$ cat src/rtl/clk_gate_pkg.sv
// Shared state encoding and default timing constants for the clock-gate run-enable controller.
// Purely declarative: no latency, no flow control.
// Consumers import clk_gate_pkg::* to agree on the state encoding seen on state_o.
package clk_gate_pkg;

  typedef enum logic [1:0] {
    ST_RUN   = 2'd0,
    ST_DRAIN = 2'd1,
    ST_GATED = 2'd2,
    ST_WAKE  = 2'd3
  } state_t;

  localparam int unsigned DEF_DRAIN_CYCLES = 4;
  localparam int unsigned DEF_WAKE_CYCLES  = 2;

  function automatic int unsigned max3(input int unsigned a, input int unsigned b,
                                       input int unsigned c);
    int unsigned m;
    m = (a > b) ? a : b;
    return (m > c) ? m : c;
  endfunction

endpackage

$ cat src/rtl/clk_gate_dly_cnt.sv
// Loadable down-counter; zero flags an expired delay, combinationally from the count register.
// Load takes effect on the next edge; decrement stops at zero so the count never wraps.
// No backpressure: load has priority over en.
module clk_gate_dly_cnt #(
  parameter int unsigned CNT_W = 8
) (
  input  logic             clk,
  input  logic             rst,
  input  logic             load,
  input  logic [CNT_W-1:0] load_val,
  input  logic             en,
  output logic             zero
);

  logic [CNT_W-1:0] cnt;

  always_ff @(posedge clk or posedge rst) begin
    if (rst) begin
      cnt <= '0;
    end else if (load) begin
      cnt <= load_val;
    end else if (en && !zero) begin
      cnt <= cnt - CNT_W'(1);
    end
  end

  assign zero = (cnt == '0);

endmodule

$ cat src/rtl/clk_gate_ctrl.sv
// Run-enable controller for a downstream AND-style clock gate (RUN/DRAIN/GATED/WAKE).
// Latency: gating DRAIN_CYCLES edges after an accepted sleep, wake_done WAKE_CYCLES after wake.
// busy blocks or aborts sleep; optional idle auto-sleep under CLK_GATE_AUTO_SLEEP_EN.
module clk_gate_ctrl
  import clk_gate_pkg::*;
#(
  parameter int unsigned DRAIN_CYCLES = DEF_DRAIN_CYCLES,
  parameter int unsigned WAKE_CYCLES  = DEF_WAKE_CYCLES,
  parameter int unsigned CNT_W        = 8,
  parameter int unsigned IDLE_TIMEOUT = 16
) (
  input  logic       clk,
  input  logic       rst,
  input  logic       sleep_req,
  input  logic       wake_req,
  input  logic       busy,
  output logic       run_en,
  output logic       sleep_ack,
  output logic       wake_done,
  output logic [1:0] state_o
);

  if (DRAIN_CYCLES == 0 || WAKE_CYCLES == 0 ||
      (max3(DRAIN_CYCLES, WAKE_CYCLES, IDLE_TIMEOUT) >> CNT_W) != 0) begin : g_bad_param
    $error("clk_gate_ctrl: cycle counts must be >= 1 and fit in CNT_W bits");
  end

  localparam logic [CNT_W-1:0] DRAIN_LOAD = CNT_W'(DRAIN_CYCLES - 1);
  localparam logic [CNT_W-1:0] WAKE_LOAD  = CNT_W'(WAKE_CYCLES - 1);

  state_t           state;
  state_t           state_nxt;
  logic             cnt_load;
  logic [CNT_W-1:0] cnt_load_val;
  logic             cnt_en;
  logic             cnt_zero;
  logic             sleep_go;
  logic             auto_sleep;
  logic             run_en_d;
  logic             sleep_ack_d;
  logic             wake_done_d;

  clk_gate_dly_cnt #(.CNT_W(CNT_W)) u_dly_cnt (
    .clk      (clk),
    .rst      (rst),
    .load     (cnt_load),
    .load_val (cnt_load_val),
    .en       (cnt_en),
    .zero     (cnt_zero)
  );

`ifdef CLK_GATE_AUTO_SLEEP_EN
  localparam logic [CNT_W-1:0] IDLE_LIM = CNT_W'(IDLE_TIMEOUT);

  logic [CNT_W-1:0] idle_cnt;
  logic             idle_hit;

  assign idle_hit = (idle_cnt == IDLE_LIM);
  assign sleep_go = sleep_req || idle_hit;

  // auto_sleep remembers that this drain was idle-initiated, so dropping sleep_req must not abort it.
  always_ff @(posedge clk or posedge rst) begin
    if (rst) begin
      idle_cnt   <= '0;
      auto_sleep <= 1'b0;
    end else begin
      if (state != ST_RUN || state_nxt != ST_RUN || busy) begin
        idle_cnt <= '0;
      end else if (!sleep_req && !idle_hit) begin
        idle_cnt <= idle_cnt + CNT_W'(1);
      end
      if (state == ST_RUN && state_nxt == ST_DRAIN) begin
        auto_sleep <= idle_hit;
      end else if (state_nxt != ST_DRAIN) begin
        auto_sleep <= 1'b0;
      end
    end
  end
`else
  assign sleep_go   = sleep_req;
  assign auto_sleep = 1'b0;
`endif

  always_ff @(posedge clk or posedge rst) begin
    if (rst) begin
      state     <= ST_RUN;
      run_en    <= 1'b1;
      sleep_ack <= 1'b0;
      wake_done <= 1'b0;
    end else begin
      state     <= state_nxt;
      run_en    <= run_en_d;
      sleep_ack <= sleep_ack_d;
      wake_done <= wake_done_d;
    end
  end

  always_comb begin
    state_nxt    = state;
    cnt_load     = 1'b0;
    cnt_load_val = '0;
    cnt_en       = 1'b0;
    case (state)
      ST_RUN: begin
        if (sleep_go && !busy) begin
          state_nxt    = ST_DRAIN;
          cnt_load     = 1'b1;
          cnt_load_val = DRAIN_LOAD;
        end
      end
      ST_DRAIN: begin
        if (busy || (!sleep_req && !auto_sleep)) begin
          state_nxt = ST_RUN;
        end else if (cnt_zero) begin
          state_nxt = ST_GATED;
        end else begin
          cnt_en = 1'b1;
        end
      end
      ST_GATED: begin
        if (wake_req) begin
          state_nxt    = ST_WAKE;
          cnt_load     = 1'b1;
          cnt_load_val = WAKE_LOAD;
        end
      end
      ST_WAKE: begin
        if (cnt_zero) begin
          state_nxt = ST_RUN;
        end else begin
          cnt_en = 1'b1;
        end
      end
      default: state_nxt = ST_RUN;
    endcase
  end

  // Outputs are derived from the next state so they flip on the same edge that changes state.
  always_comb begin
    run_en_d    = (state_nxt != ST_GATED);
    sleep_ack_d = (state_nxt == ST_GATED);
    wake_done_d = (state == ST_WAKE) && (state_nxt == ST_RUN);
  end

  assign state_o = state;

endmodule

$ cat config.mk
export PLATFORM = sky130hd
export DESIGN_NAME = clk_gate_ctrl
export DESIGN_NICKNAME = d
export VERILOG_FILES = /design/src/rtl/clk_gate_pkg.sv /design/src/rtl/clk_gate_dly_cnt.sv /design/src/rtl/clk_gate_ctrl.sv
export SDC_FILE = /design/constraint.sdc
export NUM_CORES = 1
export LEC_CHECK = 0
export BUFFER_PORTS_ARGS = -buffer_cell sky130_fd_sc_hd__buf_2
export CAP_MARGIN = 20
export CORE_MARGIN = 4
export CORE_UTILIZATION = 43
export CTS_BUF_LIST = sky130_fd_sc_hd__clkbuf_16
export CTS_CLUSTER_DIAMETER = 120
export CTS_CLUSTER_SIZE = 25
export DETAILED_ROUTE_END_ITERATION = 7
export HOLD_SLACK_MARGIN = 0.15
export PLACE_DENSITY = 0.77
export SLEW_MARGIN = 0
export SYNTH_ARGS = -nofsm -noshare
export SYNTH_HDL_FRONTEND = slang
export SYNTH_SLANG_ARGS = --single-unit
$ cat constraint.sdc
create_clock -name clk -period 2 [get_ports clk]
set_clock_uncertainty 0.05 [all_clocks]
set_input_delay 0.1 -clock clk [delete_from_list [all_inputs] [get_ports clk]]
set_output_delay 0.1 -clock clk [all_outputs]
set_load 0.01 [all_outputs]
==> flow_summary.ini, run 1 <==
[flow_run]
maxCapViolCount = 0

[worst_setup_path]
critPathSlowestCell = or3b_4
ff2ff_setup_slack_ns = 0.12
slowest_delay_ns = 0.39
critical_path_class = flop to flop
reg2reg_depth = 6
cp_cell_sequence = inv_1 -> ha_1 -> or3b_4 -> o221a_4 -> or2_1 -> o21a_1
cp-end-kind = flop
cp.arrival_ns = 1.96
cp_data_required_time_ns = 2.08
critPathTopFamily = simple AND/OR/NAND/NOR gates
timing.rr.start = u_dly_cnt.cnt[0]$_DFFE_PP0P_
timing.rr.end = u_dly_cnt.cnt[1]$_DFFE_PP0P_
critical_path_buf_inv_count = 1
crit_fanout = 5
cp-startpoint = u_dly_cnt.cnt[0]$_DFFE_PP0P_
startpoint_type = flop

[timing]
rsz0062_at_grt = no
drv_slew = 0
fmax_mhz = 532
worstMarginPinSlew_ns = 0.567
timing.final.crit_period_ns = 1.88
setup_tns_ns = 0
finalHoldViolations = 0
fin_crit_sh = 0.939
max_slew_margin = 0.618
setup_viol = 0

[clocking]
clock-root-buffer = clkbuf_16
cts_buffer_depth = 2
h-tree-depth = 1
clock-sinks = 13
clkTransAtPathRegs_ns = 0.05
cts_setup_buffers = 0
clock_latency_ns = 0.24
cts_made_buffers = 3
cts_tree = done

[final_layout]
areaGrowthSynthToFinish_pct = 29.9
final_nets = 94
nFillCells = 129
diodes = 0
drive_gt1_frac = 0.291
finalNonFillerCells = 102

[synthesis]
ys_top_cells_by_count = 12 x dfrtp_1, 6 x inv_1, 5 x nor2_1, 5 x o21ai_0
yosysWarnings = 0
netlist.area_leader.share = 0.440
synth_cells = 66
ys_seq_elements = 13
syn-cell-area_um2 = 682
yosysTopAreaCell = dfrtp_1
ys.flop_type = dfrtp_1
synth_edf_count = 0
synth_most_common_cell = dfrtp_1
syn_nets = 73
syn_avg_cell_area_um2 = 10.3
ys_async_sr_fraction = 1.00
synth-seq-area-share = 0.479
ys_top_cells_by_area = dfrtp_1 44%, mux2i_1 4.4%, dfstp_2 3.9%
ys_types = 27

[drt]
post_drt_wl_per_cell_um = 14.3
ant_nets = 0
via_per_inst = 5.70
first_pass_iters = 4
drcViolationCount = 0
vias = 581
drt_iter0_drc = 4
routed_wl_mm = 1.46

[die]
core_area_um2 = 1510
start_util = 0.453
pin_count = 10
row_count = 14
die_y_um = 47.8
die_w_um = 47.8
fp.dieArea_um2 = 2290

[pwr]
leakage_nw = 0.439
powerDensity_nw_per_um2 = 1390
peakVddDrop_mv = 0.511

[placed_design]
placed_cells = 96
routabilityCongestion = 0.843
io_buffers = 9

[global_routing]
antenna_found_initial = 0
grt_pass1_wl_mm = 2.36
track_usage = 0.150
grt_start_max_net_pins = 14
grt_pass1_vias = 531
grt-ovfl-total = 0

[worst_hold_path]
min_to = state_o[1]$_DFF_PP0_
hold_path_class = primary input to flop
hold_start = busy
hold_depth = 3

[outcome]
outcome = complete, no violations
## timing repair
action / 4_1_cts / 5_1_grt
gates resized for setup: 0 / 2
endpoints found under the hold margin: 14 / 0
hold buffers: 2 / 0
setup endpoints to repair: 0 / 3
## per-stage QoR
stage                      util  hold slack [ns]  setup WS, ns  cell area [um2]  power (mW)
after floorplan               -          -0.0738        0.0812              682       0.693
after global placement    0.521           0.0931        0.0555              785       0.832
after global routing      0.588            0.190        0.0557              886        1.32
after CTS                 0.586            0.156        0.0247              883        1.24
final                     0.588            0.152         0.122              886        1.24
after detailed placement  0.521            0.100        0.0345              785       0.854
## where the power goes
part | switching [mW] | total (mW) | internal [mW] | leakage, nW
clock | 0.107 | 0.370 | 0.263 | 0.0423
combinational | 0.223 | 0.445 | 0.223 | 0.229
sequential | 0.0750 | 0.420 | 0.345 | 0.168
total | 0.404 | 1.24 | 0.831 | 0.439
## how the worst max path moves through the flow
stage	to	slack, ns	cells past startpoint
detailed placement	u_dly_cnt.cnt[1]$_DFFE_PP0P_	0.03	6
floorplan	u_dly_cnt.cnt[1]$_DFFE_PP0P_	0.08	6
global route	u_dly_cnt.cnt[1]$_DFFE_PP0P_	0.06	6
global placement	u_dly_cnt.cnt[1]$_DFFE_PP0P_	0.06	6
CTS	u_dly_cnt.cnt[1]$_DFFE_PP0P_	0.02	6
finish	u_dly_cnt.cnt[1]$_DFFE_PP0P_	0.12	6
## cell type report
type	count	area (um2)	share of cell area
Timing Repair Buffer	16	103	0.116
Multi-Input combinational cell	47	335	0.379
Sequential cell	13	327	0.369
Clock inverter	1	3.75	0.00424
Clock buffer	3	75.1	0.0847
Inverter	6	22.5	0.0254
Tap cell	16	20.0	0.0226
## per-layer routing
layer	GRT usage	part of all wire	wire (um)
met5	0	0	0
met4	0.0484	0.013	19
met3	0.0226	0.019	28
met2	0.274	0.54	790
met1	0.178	0.43	622
## logic make-up after synthesis
kind of cell,synth area share
multiplexers,0.0771
XOR/XNOR,0.0128
adder cells (fa/ha/maj),0.0367
flip-flops,0.479
buffers and inverters,0.0330
AO/OA/AOI/OAI,0.128
AND/OR/NAND/NOR,0.233
## worst reg2reg max path: stages (launching register included)
cell and delay, ns:
dfrtp_1 0.38, inv_1 0.08, ha_1 0.14, or3b_4 0.39
o221a_4 0.32, or2_1 0.24, o21a_1 0.17
## sequential cells by signal, indices dropped and copies added (netlist names)
register,flops
sleep_ack,1
run_en,1
u_dly_cnt.cnt,8
wake_done,1
state_o,2
## layout by cell type (no fill, tap or decap), types with 3 or more instances in the layout
cell type	count
buf_4	5
inv_1	7
nor2b_1	3
nand2_1	3
nor2_1	5
o21ai_0	4
buf_2	9
nand2b_1	3
mux2i_1	3
dfrtp_1	12
clkbuf_16	3
(Power assumes the default switching activity.)
==> inputs of run 2 (changes only) <==
CORE_ASPECT_RATIO = 1.2   (was unset)
==> run 2 against run 1 <==
  * Sequential cell count did not move
  * Via count shrank 5.2%
  * Combinational power hardly changed
  * Setup slack got worse by 0.027 ns
  * Sequential power is 1% lower
  * Fmax down 1.4%
  * Non-clock buffer count is 1 higher
  * Hold slack better by 0.068 ns
  * Critical path depth did not move
  * Clock-buffer cell count is the same
  * Critical path type unchanged
  * Critical endpoint unchanged
  * Highest routed layer unchanged
==> flow_summary.ini, run 2 (synthesis results as in run 1) <==
[outcome]
outcome = complete, no violations

[worst_setup_path]
cp-end-kind = flop
critical_path_class = flop to flop
cp.arrival_ns = 1.98
startpoint_type = flop
crit_fanout = 5
cp_data_required_time_ns = 2.08

[worst_hold_path]
hold_path_class = primary input to flop

[pwr]
leakage_nw = 0.444
peakVddDrop_mv = 0.711
powerDensity_nw_per_um2 = 1380
power.total_mw = 1.23

[global_routing]
met3_usage = 0.0311
grt_pass1_wl_mm = 2.54
gr-usage-met1 = 0.162
grt_pass1_vias = 601
grt_start_max_net_pins = 14
gr-max-usage-layer = met2
grt_use_met2 = 0.272
track_usage = 0.157
antenna_found_initial = 0
grt-ovfl-total = 0

[final_layout]
diodes = 0
stdcell_area_um2 = 897
drive_gt1_frac = 0.287
regMostFlops = u_dly_cnt.cnt
largest_reg_flops = 8
final_common_cell = dfrtp_1
final_cell_mix = 12 x dfrtp_1, 9 x buf_2, 7 x inv_1
areaGrowthSynthToFinish_pct = 31.6
final_nets = 95

[drt]
drt_iter0_drc = 10
ant_nets = 0
drcViolationCount = 0
vias = 551
post_drt_wl_per_cell_um = 14.0
via_per_inst = 5.30
routed_wl_mm = 1.46
first_pass_iters = 4

[die]
core_area_um2 = 1460
pin_count = 10
fp.dieArea_um2 = 2290
start_util = 0.466
die_w_um = 44.4
row_count = 15
die_y_um = 51.6

[placed_design]
io_buffers = 9
dp_hpwl_um = 991
routabilityCongestion = 0.854
post_dp_cell_area_um2 = 786

[flow_run]
maxCapViolCount = 0

[timing]
setup_viol = 0
fin_crit_sh = 0.952
fmax_mhz = 525
setup_tns_ns = 0
fin_hold_ws_ns = 0.220
max_slew_margin = 0.676
finalHoldViolations = 0
drv_slew = 0
timing.final.crit_period_ns = 1.90
worstMarginPinSlew_ns = 0.486
rsz0062_at_grt = no

[clocking]
h-tree-depth = 1
clock-sinks = 13
clock_latency_ns = 0.24
clkTransAtPathRegs_ns = 0.04
clock-root-buffer = clkbuf_16
cts_tree = done
cts_buffer_depth = 2
cts_setup_buffers = 0
cts_made_buffers = 3
run 2: cell count changes in the layout (fill, tap and decap cells not counted):
cell,before,now
dlygate4sd3_1,2,3
run 2: final timing paths:
kind / from / to / slack, ns / cells past startpoint
worst min register to register: u_dly_cnt.cnt[6]$_DFFE_PP0P_ / u_dly_cnt.cnt[6]$_DFFE_PP0P_ / 0.46 / 1
worst max register to register: u_dly_cnt.cnt[0]$_DFFE_PP0P_ / u_dly_cnt.cnt[1]$_DFFE_PP0P_ / 0.1 / 6
max in group asynchronous: rst / run_en$_DFF_PP1_ / 1.17 / 3
worst min-delay path: sleep_req / state_o[1]$_DFF_PP0_ / 0.22 / 3
worst max-delay path: u_dly_cnt.cnt[0]$_DFFE_PP0P_ / u_dly_cnt.cnt[1]$_DFFE_PP0P_ / 0.1 / 6
min in group asynchronous: rst / wake_done$_DFF_PP0_ / 0.38 / 3
run 2: cell type report:
class | instances | area, um2
fillers | 121 | 567
multi-input cells | 47 | 335
flip-flops and latches | 13 | 327
repair buffers | 17 | 113
clock buffers | 3 | 75.1
inverters | 6 | 22.5
well taps | 17 | 21.3
clock inverters | 1 | 3.75
run 2: what timing repair did:
action	4_1_cts	5_1_grt
pin swaps	0	0
hold buffers	3	0
endpoints found under the hold margin	15	0
setup endpoints to repair	1	2
gates resized for setup	1	1
run 2: stage by stage:
step,utilization,instances,setup WS (ns)
6_report,0.613,104,0.0953
4_1_cts,0.613,104,0.0889
5_1_grt,0.613,104,0.0307
3_5_place_dp,0.537,97,0.00947
3_3_place_gp,0.537,97,0.0696
2_1_floorplan,-,66,0.0812
run 2: worst max-delay path, cell delays in order, from the launching register on:
cell and delay (ns):
dfrtp_1 0.38, inv_1 0.09, ha_1 0.15, or3b_4 0.39
o221a_4 0.32, or2_1 0.25, o21a_1 0.17
run 2: power by group:
part / internal [mW] / total (mW) / switching (mW) / leakage (nW)
sequential: 0.345 / 0.415 / 0.0697 / 0.168
combinational: 0.224 / 0.448 / 0.223 / 0.233
clock: 0.263 / 0.372 / 0.109 / 0.0423
total: 0.833 / 1.23 / 0.402 / 0.444
run 2: routing by layer:
layer  wire [um]  share of wire
met1         614           0.42
met4          44          0.030
met3          49          0.034
met5           0              0
met2         750           0.51
==> inputs of run 3 (changes only) <==
SETUP_SLACK_MARGIN = 0.5   (was unset)
==> run 3 against run 2 <==
  * Hold slack got worse by 0.087 ns
  * Non-clock buffer count increased by 10
  * First-iteration DRC count increased to 2.5 times the previous value
  * Via count is 14% higher
  * Clock power about the same
  * Sequential share of layout area decreased by 5.3 points
  * Largest cell class unchanged
  * Fmax increased by 2.4%
  * Clock-buffer cell count is the same
  * Critical path type unchanged
  * Final cell count grew 9.6%
  * Combinational power up 60%
  * Power is 23% higher
  * Highest routed layer unchanged
  * Sequential power rose by 2%
==> flow_summary.ini, run 3 (synthesis results as in run 1) <==
[drt]
via_per_inst = 5.50
met1_length_um = 746
wl_met3_um = 92
post_drt_wl_per_cell_um = 16.1
routed_wl_mm = 1.83
ant_nets = 0
first_pass_iters = 4
wl_met2_um = 915
drcViolationCount = 0
vias = 627
highest_layer = met4
drt_iter0_drc = 25

[worst_setup_path]
startpoint_type = flop
ff2ff_setup_slack_ns = 0.14
critical_path_class = flop to flop
crit_fanout = 4
cp-end-kind = flop
cp.arrival_ns = 1.93
cp_data_required_time_ns = 2.08

[final_layout]
drive_gt1_frac = 0.505
final_cell_mix = 14 x buf_4, 12 x dfrtp_1, 9 x buf_2
post-route-util = 0.716
largest_reg_flops = 8
final_common_cell = buf_4
final_nets = 105
diodes = 0
regMostFlops = u_dly_cnt.cnt
areaGrowthSynthToFinish_pct = 53.8

[die]
core_area_um2 = 1460
die_y_um = 51.6
die_w_um = 44.4
start_util = 0.466
row_count = 15
pin_count = 10
fp.dieArea_um2 = 2290

[timing]
drv_slew = 0
setup_tns_ns = 0
finalHoldViolations = 0
setup_ws_ns = 0.141
fmax_mhz = 538
timing.final.crit_period_ns = 1.86
fin_hold_ws_ns = 0.133
max_slew_margin = 0.513
setup_viol = 0
rsz0062_at_grt = yes
worstMarginPinSlew_ns = 0.722
fin_crit_sh = 0.930

[global_routing]
grt_pass1_vias = 643
grt_pass1_wl_mm = 3.06
grt-ovfl-total = 0
antenna_found_initial = 0
track_usage = 0.191
grt_start_max_net_pins = 14

[placed_design]
io_buffers = 9
routabilityCongestion = 0.927
pre_cts_ws_ns = 0.0966
dp_hpwl_um = 934

[clocking]
h-tree-depth = 1
clock-sinks = 13
clock-root-buffer = clkbuf_16
clock_latency_ns = 0.24
cts_tree = done
clkTransAtPathRegs_ns = 0.04
cts_made_buffers = 3
cts_buffer_depth = 2

[outcome]
outcome = complete, no violations

[pwr]
peakVddDrop_mv = 0.745
powerDensity_nw_per_um2 = 1440
power.total_mw = 1.51
leakage_nw = 0.505

[flow_run]
maxCapViolCount = 0

[worst_hold_path]
hold_path_class = primary input to flop
## run 3: per-layer routing
metal | track usage | up-vias
met5 | 0 | -
met2 | 0.303 | 24
met4 | 0.111 | 0
met3 | 0.0519 | 8
li1 | - | 298
met1 | 0.226 | 297
## run 3: power by group
group	switching [mW]	internal (mW)
Sequential	0.0768	0.345
Clock	0.109	0.263
Combinational	0.350	0.369
## run 3: final timing paths
check	from	endpoint	cells after the start
setup / recovery	u_dly_cnt.cnt[1]$_DFFE_PP0P_	u_dly_cnt.cnt[7]$_DFFE_PP0P_	7
hold / removal	busy	state_o[1]$_DFF_PP0_	3
setup reg to reg	u_dly_cnt.cnt[1]$_DFFE_PP0P_	u_dly_cnt.cnt[7]$_DFFE_PP0P_	7
hold reg to reg	u_dly_cnt.cnt[4]$_DFFE_PP0P_	u_dly_cnt.cnt[4]$_DFFE_PP0P_	1
max in group asynchronous	rst	run_en$_DFF_PP1_	3
min in group asynchronous	rst	u_dly_cnt.cnt[6]$_DFFE_PP0P_	3
## run 3: stage by stage
stage	instance area, um2	std cells
floorplan	684	66
global placement	766	94
detailed placement	766	94
CTS	1010	111
global route	1050	114
finish	1050	114
## run 3: final cells by class
class | instances | area, um2
clock buffers | 3 | 75.1
clock inverters | 1 | 3.75
fillers | 100 | 415
inverters | 6 | 22.5
multi-input cells | 47 | 407
flip-flops and latches | 13 | 327
well taps | 17 | 21.3
repair buffers | 27 | 193
## run 3: repair_timing
item	CTS	global route
pin swaps	7	6
hold buffers	2	0
endpoints found under the hold margin	15	0
endpoints found under the setup margin	13	13
resized for setup	18	3
setup buffers	11	3
## run 3: critical path: stages (launching register included)
cell	delay [ns]
dfrtp_1	0.40
inv_2	0.10
ha_4	0.13
or3b_4	0.40
buf_6	0.14
o21ai_4	0.18
nor4_2	0.06
mux2_2	0.29
